File: config.mk
export PLATFORM = sky130hd
export DESIGN_NAME = inst_loader
export DESIGN_NICKNAME = d
export VERILOG_FILES = /design/src/rtl/inst_loader.sv
export SDC_FILE = /design/constraint.sdc
export NUM_CORES = 1
export LEC_CHECK = 0
export CAP_MARGIN = 30
export CORE_UTILIZATION = 40
export CTS_BUF_LIST = sky130_fd_sc_hd__clkbuf_4 sky130_fd_sc_hd__clkbuf_8 sky130_fd_sc_hd__clkbuf_16
export CTS_CLUSTER_DIAMETER = 200
export CTS_CLUSTER_SIZE = 16
export DETAILED_ROUTE_END_ITERATION = 16
export SLEW_MARGIN = 40
export SYNTH_ARGS = -nofsm -noshare
export SYNTH_HDL_FRONTEND = slang
export SYNTH_SLANG_ARGS = --single-unit
export TNS_END_PERCENT = 100
File: constraint.sdc
create_clock -name clk -period 24.5 [get_ports clk]
set_clock_uncertainty 0.1 [all_clocks]
set_input_delay 4.9 -clock clk [delete_from_list [all_inputs] [get_ports clk]]
set_output_delay 4.9 -clock clk [all_outputs]
set_load 0.1 [all_outputs]
File: src/rtl/inst_loader.sv
// Instruction-memory loader: pairs a 16-bit word stream into 32-bit instructions,
// writes them into a DEPTH-entry memory and serves registered fetches to the core.
module inst_loader #(
  parameter int DEPTH  = 16,
  parameter int ADDR_W = $clog2(DEPTH)
) (
  input  logic              clk,
  input  logic              reset,
  input  logic              load_start,
  input  logic [ADDR_W:0]   load_len,
  input  logic              load_valid,
  input  logic [15:0]       load_data,
  output logic              load_ready,
  output logic              load_done,
  output logic              load_err,
  output logic              busy,
  output logic [ADDR_W:0]   instr_count,
  input  logic [ADDR_W-1:0] fetch_addr,
  output logic [31:0]       fetch_inst
);

  typedef enum logic [2:0] {IDLE, LOAD_HI, LOAD_LO, WRITE, DONE} state_t;

  localparam logic [ADDR_W:0] DEPTH_L = (ADDR_W+1)'(DEPTH);
  localparam logic [ADDR_W:0] ONE_L   = (ADDR_W+1)'(1);

  state_t            state, state_next;
  logic [ADDR_W:0]   len_q;
  logic [ADDR_W-1:0] wr_ptr;
  logic [ADDR_W:0]   ptr_inc;
  logic [15:0]       hi_reg, lo_reg;
  logic [31:0]       mem [DEPTH];
  logic              len_ok;
  logic              start_ok;
  logic              last_write;

  assign len_ok     = (load_len != '0) && (load_len <= DEPTH_L);
  assign start_ok   = (state == IDLE) && load_start && len_ok;
  assign ptr_inc    = {1'b0, wr_ptr} + ONE_L;
  assign last_write = (ptr_inc == len_q);

  assign load_ready = (state == LOAD_HI) || (state == LOAD_LO);
  assign load_done  = (state == DONE);
  assign busy       = (state != IDLE);

  always_ff @(posedge clk or posedge reset) begin
    if (reset) state <= IDLE;
    else       state <= state_next;
  end

  always_comb begin
    state_next = state;
    case (state)
      IDLE:    if (start_ok) state_next = LOAD_HI;
      LOAD_HI: if (load_valid) state_next = LOAD_LO;
      LOAD_LO: if (load_valid) state_next = WRITE;
      WRITE:   state_next = last_write ? DONE : LOAD_HI;
      DONE:    state_next = IDLE;
      default: state_next = IDLE;
    endcase
  end

  // Memory is flop-based so reset can wipe any partial load in one step.
  always_ff @(posedge clk or posedge reset) begin
    if (reset) begin
      len_q       <= '0;
      wr_ptr      <= '0;
      hi_reg      <= '0;
      lo_reg      <= '0;
      instr_count <= '0;
      load_err    <= 1'b0;
      fetch_inst  <= '0;
      for (int i = 0; i < DEPTH; i++) mem[i] <= '0;
    end else begin
      load_err   <= (state == IDLE) && load_start && !len_ok;
      fetch_inst <= mem[fetch_addr];
      case (state)
        IDLE: if (start_ok) begin
          len_q       <= load_len;
          wr_ptr      <= '0;
          instr_count <= '0;
        end
        LOAD_HI: if (load_valid) hi_reg <= load_data;
        LOAD_LO: if (load_valid) lo_reg <= load_data;
        WRITE: begin
          mem[wr_ptr] <= {hi_reg, lo_reg};
          instr_count <= ptr_inc;
          if (!last_write) wr_ptr <= ptr_inc[ADDR_W-1:0];
        end
        default: ;
      endcase
    end
  end

endmodule

==> results of run 1 <==
-- Yosys cell counts, types with 3 or more instances --
master                     number
sky130_fd_sc_hd__dfrtp_1      594
sky130_fd_sc_hd__mux2_2       418
sky130_fd_sc_hd__mux4_2       150
sky130_fd_sc_hd__mux2_4       119
sky130_fd_sc_hd__clkbuf_1      43
sky130_fd_sc_hd__buf_2         39
sky130_fd_sc_hd__buf_4         22
sky130_fd_sc_hd__nand2_1       20
sky130_fd_sc_hd__buf_6         16
sky130_fd_sc_hd__mux2_1        12
sky130_fd_sc_hd__mux4_1        10
sky130_fd_sc_hd__o21ai_0        6
sky130_fd_sc_hd__and2_1         5
sky130_fd_sc_hd__clkbuf_2       5
sky130_fd_sc_hd__inv_1          5
sky130_fd_sc_hd__nor2_1         5
sky130_fd_sc_hd__xnor2_1        5
sky130_fd_sc_hd__ha_1           4
sky130_fd_sc_hd__nand2_4        4
sky130_fd_sc_hd__nand3_1        4
sky130_fd_sc_hd__a21oi_1        3
sky130_fd_sc_hd__nor3_1         3
sky130_fd_sc_hd__o211ai_1       3
sky130_fd_sc_hd__xor2_1         3
-- power by group --
part / leakage [nW] / internal [W] / switching, W / total, W
logic: 5.26 / 0.000439 / 0.000402 / 0.000842
clock network: 0.551 / 0.000315 / 0.000337 / 0.000652
registers: 7.95 / 0.00129 / 0.000280 / 0.00157
total: 13.8 / 0.00205 / 0.00102 / 0.00307
-- area by class of cell --
class,count,area share
Antenna cell,1,0.0000869
Clock buffer,43,0.0374
Clock inverter,4,0.00148
Inverter,5,0.00109
Multi-Input combinational cell,802,0.382
Sequential cell,594,0.516
Tap cell,864,0.0376
Timing Repair Buffer,90,0.0245
-- how the worst max path moves through the flow --
| stage | to | start |
|---|---|---|
| floorplan | fetch_inst[0]$_DFF_PP0_ | reset |
| global placement | mem[36]$_DFFE_PP0P_ | reset |
| detailed placement | mem[159]$_DFFE_PP0P_ | reset |
| CTS | mem[63]$_DFFE_PP0P_ | reset |
| global route | mem[415]$_DFFE_PP0P_ | reset |
| finish | mem[415]$_DFFE_PP0P_ | reset |
-- metal layers --
layer,wire length [µm],global-route usage
met5,0,0
met1,29500,0.283
met2,30300,0.311
met3,2140,0.0255
met4,1140,0.0413
-- metrics by stage --
stage / worst slack, ns / hold WS, ns / power (W) / instances
floorplan: 2.88 / 0.350 / 0.00222 / 1528
CTS: 15.85 / 0.385 / 0.00310 / 2401
detailed placement: 15.19 / 0.369 / 0.00244 / 2354
global placement: 14.66 / 0.363 / 0.00242 / 2354
finish: 16.63 / 0.381 / 0.00307 / 2403
global route: 16.13 / 0.404 / 0.00323 / 2402
-- kinds of logic after synthesis --
family | count (synthesis)
mux | 711
simple gates | 60
xor+xnor | 8
buf+inv | 132
flops | 594
compound gates | 19
fa+ha+maj | 4
==> metrics.log, run 1 <==
[metrics] status: finished clean
[metrics] fill cell count: 5752
[metrics] DRC: 0
[metrics] CP peak stage delay: 0.69 ns
[metrics] fraction of post-synthesis cell area in the top cell type by area: 0.561
[metrics] number of distinct standard cells referenced by the synthesized netlist: 45
[metrics] CTS root buffer: sky130_fd_sc_hd__clkbuf_16
[metrics] all-layer global routing usage: 0.194
[metrics] cell accounting for the most synthesized area: sky130_fd_sc_hd__dfrtp_1
[metrics] total of warnings raised by yosys: 0
[metrics] Post-CTS Setup Bufs: 0
[metrics] timing-limited maximum frequency: 0.127 GHz
[metrics] compound-cell area share of the yosys netlist: 0.00444
[metrics] worst skew pair latency: 0.59 ns
[metrics] Critical-path top delay cell: sky130_fd_sc_hd__clkbuf_8
[metrics] clock buffer count from CTS: 43
[metrics] Hold Path Depth: 1
[metrics] first-pass GRT wire length: 97400 µm
[metrics] Reg2Reg Setup Slack: 21.69 ns
[metrics] data arrival time of the worst path: 8.42 ns
[metrics] final design instance area without fill: 0.0288 mm²
[metrics] simple-gate area share of the yosys netlist: 0.0140
[metrics] Net Count, Synth: 1561
[metrics] number of clock sinks seen by CTS: 594
[metrics] flip-flop count of the largest register, all copies and words added: 512
[metrics] leading cell type in the layout, fill and taps excluded: sky130_fd_sc_hd__dfrtp_1
[metrics] number of cells upsized or downsized after cts: 0
[metrics] sequential cell area fraction in the yosys report: 0.561
[metrics] Layout Utilization: 0.439
[metrics] number of detailed-routing iterations run before antenna repair: 4
[metrics] cell chain of the critical path: clkdlybuf4s50_1 -> inv_12 -> buf_6 -> buf_12 -> buf_6 -> clkbuf_8
[metrics] final number of setup-violating endpoints: 0
[metrics] last weighted congestion value of the routability-driven placer: 0.744
[metrics] Adder-Cell Fraction of Synth Area: 0.00189
[metrics] maximum clock path buffer count: 3
[metrics] number of nets in the final layout: 1569
[metrics] main combinational cell family by area after synthesis: multiplexers
[metrics] Post-Syn Instances: 1528
[metrics] layout overhead on the synthesized area: 8.56%
[metrics] top-level I/O count: 70
[metrics] worst slew pin tran: 0.867 ns
[metrics] Async S/R FF share, synth: 1.00
[metrics] Data required, critical path: 25.05 ns
[metrics] Floorplan Core Area: 0.0656 mm²
[metrics] initial antenna violation count: 1
[metrics] fraction of layout cells with a size suffix above 1: 0.536
[metrics] number of gates on the worst path with buffers counted: 6
[metrics] leakage power of the design: 13.8 nW
[metrics] Synth Area per Inst: 17.4 µm²
[metrics] Critical Path Sink Type: asynchronous set/reset pin
[metrics] routed wire length: 63000 µm
[metrics] biggest area contributors in the synthesized netlist: sky130_fd_sc_hd__dfrtp_1 56%, sky130_fd_sc_hd__mux2_2 18%, sky130_fd_sc_hd__mux4_2 13%
[metrics] Starting Density: 0.404
[metrics] worst voltage drop across the vdd grid: 0.0642 mV
[metrics] most frequent cells in the layout: 594 x sky130_fd_sc_hd__dfrtp_1, 418 x sky130_fd_sc_hd__mux2_2, 150 x sky130_fd_sc_hd__mux4_2
[metrics] setup TNS: 0 ns
[metrics] CTS tree: built
[metrics] routed via count: 13400
[metrics] Cell Area, Placed: 0.0276 mm²
[metrics] count of final hold-check violations: 0
[metrics] Die Ht: 259 µm
[metrics] largest registers: mem (512), fetch_inst (32)
[metrics] num rows: 94
[metrics] Seq cells post-synth: 594
[metrics] worst reg2reg endpoint: mem[178]$_DFFE_PP0P_
[metrics] average routed wire per standard cell: 26.2 µm
[metrics] Max Fanout on Critical Path: 133
[metrics] Worst Hold Launch: mem[353]$_DFFE_PP0P_
[metrics] clock transition at the registers of the reported paths: 0.07 ns
[metrics] terminating pin of the worst hold path: mem[353]$_DFFE_PP0P_
[metrics] count of flip-flops with a built-in enable after synthesis: 0
[metrics] number of max-capacitance violations reported: 0
[metrics] pin count of the biggest net entering global routing: 162
[metrics] library cell appearing most often on the critical path: sky130_fd_sc_hd__buf_6
[metrics] Sequential cell area: 0.0149 mm²
[metrics] number of buffers inserted by port buffering: 69
[metrics] fraction of synthesized area in multiplexers: 0.388
[metrics] number of pins exceeding their max-slew limit in the final report: 0
[metrics] Avg Vias per Cell: 5.59
[metrics] Buffers & Inverters on Critical Path: 6
[metrics] number of nets with antenna violations after detailed routing: 0
[metrics] logic depth of the worst register-to-register path: 6
[metrics] DRC marker count from the first detailed-route iteration: 883
[metrics] leading register cell type out of synthesis: sky130_fd_sc_hd__dfrtp_1
[metrics] type of the tightest min-delay check: reg -> reg
[metrics] beginning of the worst register-to-register path: state[2]$_DFFE_PP0P_
[metrics] min cycle time layout: 7.87 ns
[metrics] Top Family by Delay on Critical Path: buffers and inverters
[metrics] pwr dens: 107 mW/mm²
[metrics] share of the clock period used by the worst path after layout: 0.321
[metrics] area of the multi-input gates: 0.0110 mm²
[metrics] via count of the first global-routing pass: 14600
[metrics] share of the synthesized netlist area taken by xor and xnor gates: 0.00264
[metrics] RSZ-0062 raised after global routing: false
[metrics] critical path start-end classification: in -> async
[metrics] Max transition margin: 0.422
[metrics] # H-tree levels: 2
[metrics] Die Wd: 259 µm
[metrics] die footprint: 0.0673 mm²
[metrics] quantity of hold-fixing buffers added after cts: 0
[metrics] grt total ovfl: 0
[metrics] post-detailed-placement half-perimeter wirelength: 32500 µm
[metrics] cell area after synthesis: 0.0265 mm²
[metrics] startpoint type of the worst setup path: input pin
[metrics] most flop-heavy register: mem
Power figures use the tool's default switching activity.
==> run 2: changes to the inputs <==
clock period = 7.5 ns   (was 24.5 ns; I/O delays follow)
==> run 2 against run 1 <==
Compared with the run above:
- register-to-register slack worse by 17 ns
- cell area grew 0.19%
- sequential power increased to 3.3 times the previous value
- largest cell class unchanged
- wire length grew 0.13%
- largest power group unchanged
- flip-flop and latch count is the same
==> metrics.log, run 2 (synthesis results as in run 1) <==
[metrics] status: finished clean
[metrics] largest registers: mem (512), fetch_inst (32)
[metrics] average routed wire per standard cell: 26.2 µm (about the same)
[metrics] critical path start-end classification: in -> reg
[metrics] number of nets with antenna violations after detailed routing: 0 (unchanged)
[metrics] via count of the first global-routing pass: 14700 (+0.12%)
[metrics] number of max-capacitance violations reported: 0 (unchanged)
[metrics] routed wire length on met2: 29500 µm (-2.7%)
[metrics] share of the clock period used by the worst path after layout: 0.469
[metrics] Die Wd: 259 µm (unchanged)
[metrics] Data required, critical path: 7.85 ns (-17.20 ns)
[metrics] leakage power of the design: 13.8 nW (+0.33%)
[metrics] worst slew pin tran: 0.855 ns (-0.0126 ns)
[metrics] Avg Vias per Cell: 5.62 (+0.45%)
[metrics] top-level I/O count: 70 (unchanged)
[metrics] worst skew pair latency: 0.59 ns (about the same)
[metrics] Critical Path Sink Type: register
[metrics] quantity of hold-fixing buffers added after cts: 0 (unchanged)
[metrics] Die Ht: 259 µm (unchanged)
[metrics] pwr dens: 348 mW/mm² (+230%)
[metrics] number of cells upsized or downsized after cts: 0 (unchanged)
[metrics] data arrival time of the worst path: 3.86 ns (-4.56 ns)
[metrics] worst voltage drop across the vdd grid: 0.329 mV (+410%)
[metrics] final design instance area without fill: 0.0288 mm² (+0.19%)
[metrics] number of clock sinks seen by CTS: 594 (unchanged)
[metrics] Floorplan Core Area: 0.0656 mm² (unchanged)
[metrics] M1 wire length: 30200 µm (+2.5%)
[metrics] post-detailed-placement half-perimeter wirelength: 33600 µm (+3.5%)
[metrics] Top Layer Used: met4
[metrics] count of final hold-check violations: 0 (unchanged)
[metrics] fill cell count: 5731 (-0.37%)
[metrics] number of pins exceeding their max-slew limit in the final report: 0 (unchanged)
[metrics] timing-limited maximum frequency: 0.285 GHz
[metrics] met3 wire len: 2260 µm (+5.8%)
[metrics] DRC marker count from the first detailed-route iteration: 674 (-24%)
[metrics] Starting Density: 0.404 (unchanged)
[metrics] routed via count: 13500 (+0.57%)
[metrics] Post-CTS Setup Bufs: 0 (unchanged)
[metrics] RSZ-0062 raised after global routing: false
[metrics] clock buffer count from CTS: 43 (unchanged)
[metrics] fraction of layout cells with a size suffix above 1: 0.537 (+0.000904)
[metrics] initial antenna violation count: 0 (-1)
[metrics] worst slack after detailed placement: 3.17 ns (-12.03 ns)
[metrics] most flop-heavy register: mem
[metrics] first-pass GRT wire length: 97300 µm (about the same)
[metrics] last weighted congestion value of the routability-driven placer: 0.718 (-3.4%)
[metrics] Max transition margin: 0.430 (+0.00838)
[metrics] DRC: 0 (unchanged)
[metrics] number of buffers inserted by port buffering: 69 (unchanged)
[metrics] Max Fanout on Critical Path: 42 (-68%)
[metrics] number of nets in the final layout: 1572 (+0.19%)
[metrics] grt total ovfl: 0 (unchanged)
[metrics] flip-flop count of the largest register, all copies and words added: 512 (unchanged)
[metrics] clock transition at the registers of the reported paths: 0.07 ns (about the same)
[metrics] type of the tightest min-delay check: reg -> reg
[metrics] Cell Area, Placed: 0.0277 mm² (+0.20%)
[metrics] die footprint: 0.0673 mm² (unchanged)
[metrics] min cycle time layout: 3.51 ns
[metrics] number of detailed-routing iterations run before antenna repair: 5 (+1)
[metrics] final number of setup-violating endpoints: 0 (unchanged)
[metrics] pin count of the biggest net entering global routing: 97 (-40%)
[metrics] startpoint type of the worst setup path: input pin
[metrics] num rows: 94 (unchanged)
[metrics] worst setup slack after layout: 3.99 ns (-12.64 ns)
[metrics] routed wire length: 63100 µm (+0.13%)
[metrics] leading cell type in the layout, fill and taps excluded: sky130_fd_sc_hd__dfrtp_1
[metrics] all-layer global routing usage: 0.195 (+0.000659)
[metrics] CTS tree: built
[metrics] layout overhead on the synthesized area: 8.76%
[metrics] most frequent cells in the layout: 594 x sky130_fd_sc_hd__dfrtp_1, 418 x sky130_fd_sc_hd__mux2_2, 150 x sky130_fd_sc_hd__mux4_2
[metrics] # H-tree levels: 2 (unchanged)
[metrics] CTS root buffer: sky130_fd_sc_hd__clkbuf_16
[metrics] maximum clock path buffer count: 3 (unchanged)
run 2: area by class of cell:
cell class / count / area (µm²) / area share
diodes: 1 / 2.50 / 0.0000868
multi-input cells: 802 / 11000 / 0.381
clock inverters: 4 / 42.5 / 0.00148
inverters: 5 / 22.5 / 0.000781
well taps: 864 / 1080 / 0.0375
clock buffers: 43 / 1080 / 0.0373
repair buffers: 93 / 763 / 0.0265
flip-flops and latches: 594 / 14900 / 0.515
run 2: worst paths after layout:
path	start	endpoint	slack [ns]	cells after the start
worst max-delay path	fetch_addr[0]	fetch_inst[15]$_DFF_PP0_	3.99	5
worst min-delay path	mem[355]$_DFFE_PP0P_	mem[355]$_DFFE_PP0P_	0.39	1
worst max register to register	state[2]$_DFFE_PP0P_	mem[241]$_DFFE_PP0P_	4.64	6
worst min register to register	mem[355]$_DFFE_PP0P_	mem[355]$_DFFE_PP0P_	0.39	1
max in group asynchronous	reset	fetch_inst[8]$_DFF_PP0_	4.34	4
min in group asynchronous	reset	fetch_inst[16]$_DFF_PP0_	1.27	2
run 2: per-layer routing:
metal | vias to the layer above | track usage
met4 | 0 | 0.0466
li1 | 5682 | -
met2 | 227 | 0.299
met3 | 69 | 0.0290
met1 | 7533 | 0.291
met5 | - | 0
run 2: critical path, cell delays in order:
cell	delay (ns)
sky130_fd_sc_hd__buf_8	0.22
sky130_fd_sc_hd__buf_16	0.32
sky130_fd_sc_hd__buf_4	0.66
sky130_fd_sc_hd__mux4_1	0.63
sky130_fd_sc_hd__mux4_2	0.47
run 2: report_power, final:
| group | internal, W | switching, W | total [W] |
|---|---|---|---|
| clock network | 0.00103 | 0.00111 | 0.00213 |
| registers | 0.00423 | 0.000918 | 0.00515 |
| logic | 0.00144 | 0.00131 | 0.00275 |
run 2: metrics by stage:
stage	power (W)	setup TNS (ns)	utilization	hold WS, ns	std cells
after detailed placement	0.00798	0	0.422	0.371	2357
final	0.0100	0	0.439	0.386	2406
after CTS	0.0101	0	0.439	0.389	2404
after global placement	0.00792	0	0.423	0.363	2355
after floorplan	0.00725	-1306.39	-	0.350	1528
after global routing	0.0106	0	0.439	0.406	2405
==> run 3: changes to the inputs <==
clock period = 3.33 ns   (was 7.5 ns; I/O delays follow)
==> run 3 against run 2 <==
Compared with the run above:
- non-clock buffer count grew 30
- sequential share of layout area fell by 0.90 points
- count of clock-buffer cells in the layout stayed put
- critical path type is now reg -> out
- largest power group unchanged
==> metrics.log, run 3 (synthesis results as in run 1) <==
[metrics] worst setup slack after layout: 0.557 ns (-3.43 ns)
[metrics] number of max-capacitance violations reported: 0 (unchanged)
[metrics] leading cell type in the layout, fill and taps excluded: sky130_fd_sc_hd__dfrtp_1
[metrics] via count of the first global-routing pass: 14600 (-0.27%)
[metrics] Max Fanout on Critical Path: 9 (-79%)
[metrics] average routed wire per standard cell: 25.9 µm (-1.2%)
[metrics] Floorplan Core Area: 0.0656 mm² (unchanged)
[metrics] CTS root buffer: sky130_fd_sc_hd__clkbuf_16
[metrics] all-layer global routing usage: 0.195 (about the same)
[metrics] number of detailed-routing iterations run before antenna repair: 4 (-1)
[metrics] worst slew pin tran: 0.780 ns (-0.0749 ns)
[metrics] Starting Density: 0.404 (unchanged)
[metrics] startpoint type of the worst setup path: register
[metrics] area of the multi-input gates: 0.0109 mm² (-0.46%)
[metrics] post-detailed-placement half-perimeter wirelength: 36700 µm (+9.1%)
[metrics] largest registers: mem (512), fetch_inst (32)
[metrics] most frequent cells in the layout: 594 x sky130_fd_sc_hd__dfrtp_1, 418 x sky130_fd_sc_hd__mux2_2, 150 x sky130_fd_sc_hd__mux4_2
[metrics] number of buffers inserted by port buffering: 69 (unchanged)
[metrics] critical path start-end classification: reg -> out
[metrics] worst voltage drop across the vdd grid: 0.429 mV (+31%)
[metrics] die footprint: 0.0673 mm² (unchanged)
[metrics] share of the clock period used by the worst path after layout: 0.833
[metrics] number of clock sinks seen by CTS: 594 (unchanged)
[metrics] Layout Utilization: 0.447 (+0.00782)
[metrics] routed wire length: 63100 µm (about the same)
[metrics] data arrival time of the worst path: 2.01 ns (-1.85 ns)
[metrics] leakage power of the design: 14.0 nW (+1.6%)
[metrics] flip-flop count of the largest register, all copies and words added: 512 (unchanged)
[metrics] Critical Path Sink Type: output pin
[metrics] last weighted congestion value of the routability-driven placer: 0.721 (+0.32%)
[metrics] worst skew pair latency: 0.59 ns (about the same)
[metrics] worst slack after detailed placement: 0.621 ns (-2.54 ns)
[metrics] GR met3 Demand/Resource: 0.0273 (-0.00166)
[metrics] num rows: 94 (unchanged)
[metrics] DRC marker count from the first detailed-route iteration: 906 (+34%)
[metrics] quantity of hold-fixing buffers added after cts: 0 (unchanged)
[metrics] Die Ht: 259 µm (unchanged)
[metrics] Post-CTS Setup Bufs: 0 (unchanged)
[metrics] Avg Vias per Cell: 5.53 (-1.5%)
[metrics] pwr dens: 773 mW/mm² (+120%)
[metrics] Hold Path Depth: 2 (+1)
[metrics] grt total ovfl: 0 (unchanged)
[metrics] timing-limited maximum frequency: 0.361 GHz
[metrics] fill cell count: 5764 (+0.58%)
[metrics] maximum clock path buffer count: 3 (unchanged)
[metrics] status: finished clean
[metrics] layout overhead on the synthesized area: 10.7%
[metrics] global routing met1 resource utilization: 0.279 (-0.0116)
[metrics] clock buffer count from CTS: 43 (unchanged)
[metrics] top-level I/O count: 70 (unchanged)
[metrics] fraction of layout cells with a size suffix above 1: 0.546 (+0.00948)
[metrics] Sequential cell area: 0.0149 mm² (unchanged)
[metrics] count of final hold-check violations: 0 (unchanged)
[metrics] DRC: 0 (unchanged)
[metrics] Die Wd: 259 µm (unchanged)
[metrics] first-pass GRT wire length: 97500 µm (+0.21%)
[metrics] GR Util met2: 0.317 (+0.0181)
[metrics] type of the tightest min-delay check: reg -> reg
[metrics] Most Used Layer, Global Route: met2
[metrics] pin count of the biggest net entering global routing: 135 (+39%)
[metrics] number of nets in the final layout: 1602 (+1.9%)
[metrics] min cycle time layout: 2.77 ns
[metrics] # H-tree levels: 2 (unchanged)
[metrics] RSZ-0062 raised after global routing: false
[metrics] clock transition at the registers of the reported paths: 0.08 ns (about the same)
[metrics] number of nets with antenna violations after detailed routing: 0 (unchanged)
[metrics] routed via count: 13500 (-0.32%)
[metrics] logic depth of the worst register-to-register path: 6 (unchanged)
[metrics] number of cells upsized or downsized after cts: 0 (unchanged)
[metrics] Max transition margin: 0.480 (+0.0499)
[metrics] final number of setup-violating endpoints: 0 (unchanged)
[metrics] CTS tree: built
[metrics] Data required, critical path: 2.56 ns (-5.29 ns)
[metrics] initial antenna violation count: 1 (+1)
[metrics] antenna diode instance count: 0 (-1)
[metrics] most flop-heavy register: mem
[metrics] number of pins exceeding their max-slew limit in the final report: 0 (unchanged)
## run 3: cell types whose count changed in the layout (fill, tap and decap cells not counted)
cell                      before  now
sky130_fd_sc_hd__nor3b_2       1    2
sky130_fd_sc_hd__buf_4        18   69
sky130_fd_sc_hd__nand2_2       4    8
sky130_fd_sc_hd__nand2_8       4    0
sky130_fd_sc_hd__buf_2        42    1
sky130_fd_sc_hd__buf_8         2    0
sky130_fd_sc_hd__nor3b_1       2    1
sky130_fd_sc_hd__buf_16        3    0
sky130_fd_sc_hd__diode_2       1    0
sky130_fd_sc_hd__buf_12        2   27
## run 3: layout make-up
type,instances,area share
clock buffers,43,0.0367
clock inverters,4,0.00145
inverters,5,0.000767
multi-input cells,802,0.373
flip-flops and latches,594,0.506
well taps,864,0.0368
repair buffers,123,0.0453
## run 3: metal layers
layer  up-vias  routed length [µm]
li1       5742                   -
met1      7492               29100
met2       173               31000
met3        61                1940
met4         0                1120
met5         -                   0
## run 3: worst paths after layout
check,start,endpoint,slack [ns]
min in group asynchronous,reset,mem[53]$_DFFE_PP0P_,0.51
max,state[0]$_DFFE_PP0P_,busy,0.56
max reg2reg,state[2]$_DFFE_PP0P_,mem[240]$_DFFE_PP0P_,0.81
max in group asynchronous,reset,fetch_inst[26]$_DFF_PP0_,1.87
min reg2reg,instr_count[3]$_DFFE_PP0P_,instr_count[3]$_DFFE_PP0P_,0.38
min,instr_count[3]$_DFFE_PP0P_,instr_count[3]$_DFFE_PP0P_,0.38
## run 3: report_power, final
| part | leakage (nW) | total [W] | internal [W] | switching, W |
|---|---|---|---|---|
| Combinational | 5.53 | 0.00632 | 0.00337 | 0.00295 |
| Clock | 0.551 | 0.00480 | 0.00232 | 0.00248 |
| Sequential | 7.95 | 0.0116 | 0.00952 | 0.00206 |
| Total | 14.0 | 0.0227 | 0.0152 | 0.00748 |
## run 3: metrics by stage
step                      hold slack [ns]  cell area [µm²]  setup TNS [ns]  total power, W  cells
after detailed placement            0.370            28200               0          0.0181   2388
after CTS                           0.389            29400               0          0.0230   2435
after global routing                0.410            29400               0          0.0239   2435
after floorplan                     0.350            26500        -3287.97          0.0163   1528
final                               0.384            29400               0          0.0227   2435
after global placement              0.363            28200               0          0.0179   2388
## run 3: worst max-delay path, stage by stage, from the launching register on
cell and delay, ns:
sky130_fd_sc_hd__dfrtp_1 0.52, sky130_fd_sc_hd__nor3_1 0.53, sky130_fd_sc_hd__inv_1 0.11, sky130_fd_sc_hd__buf_4 0.26
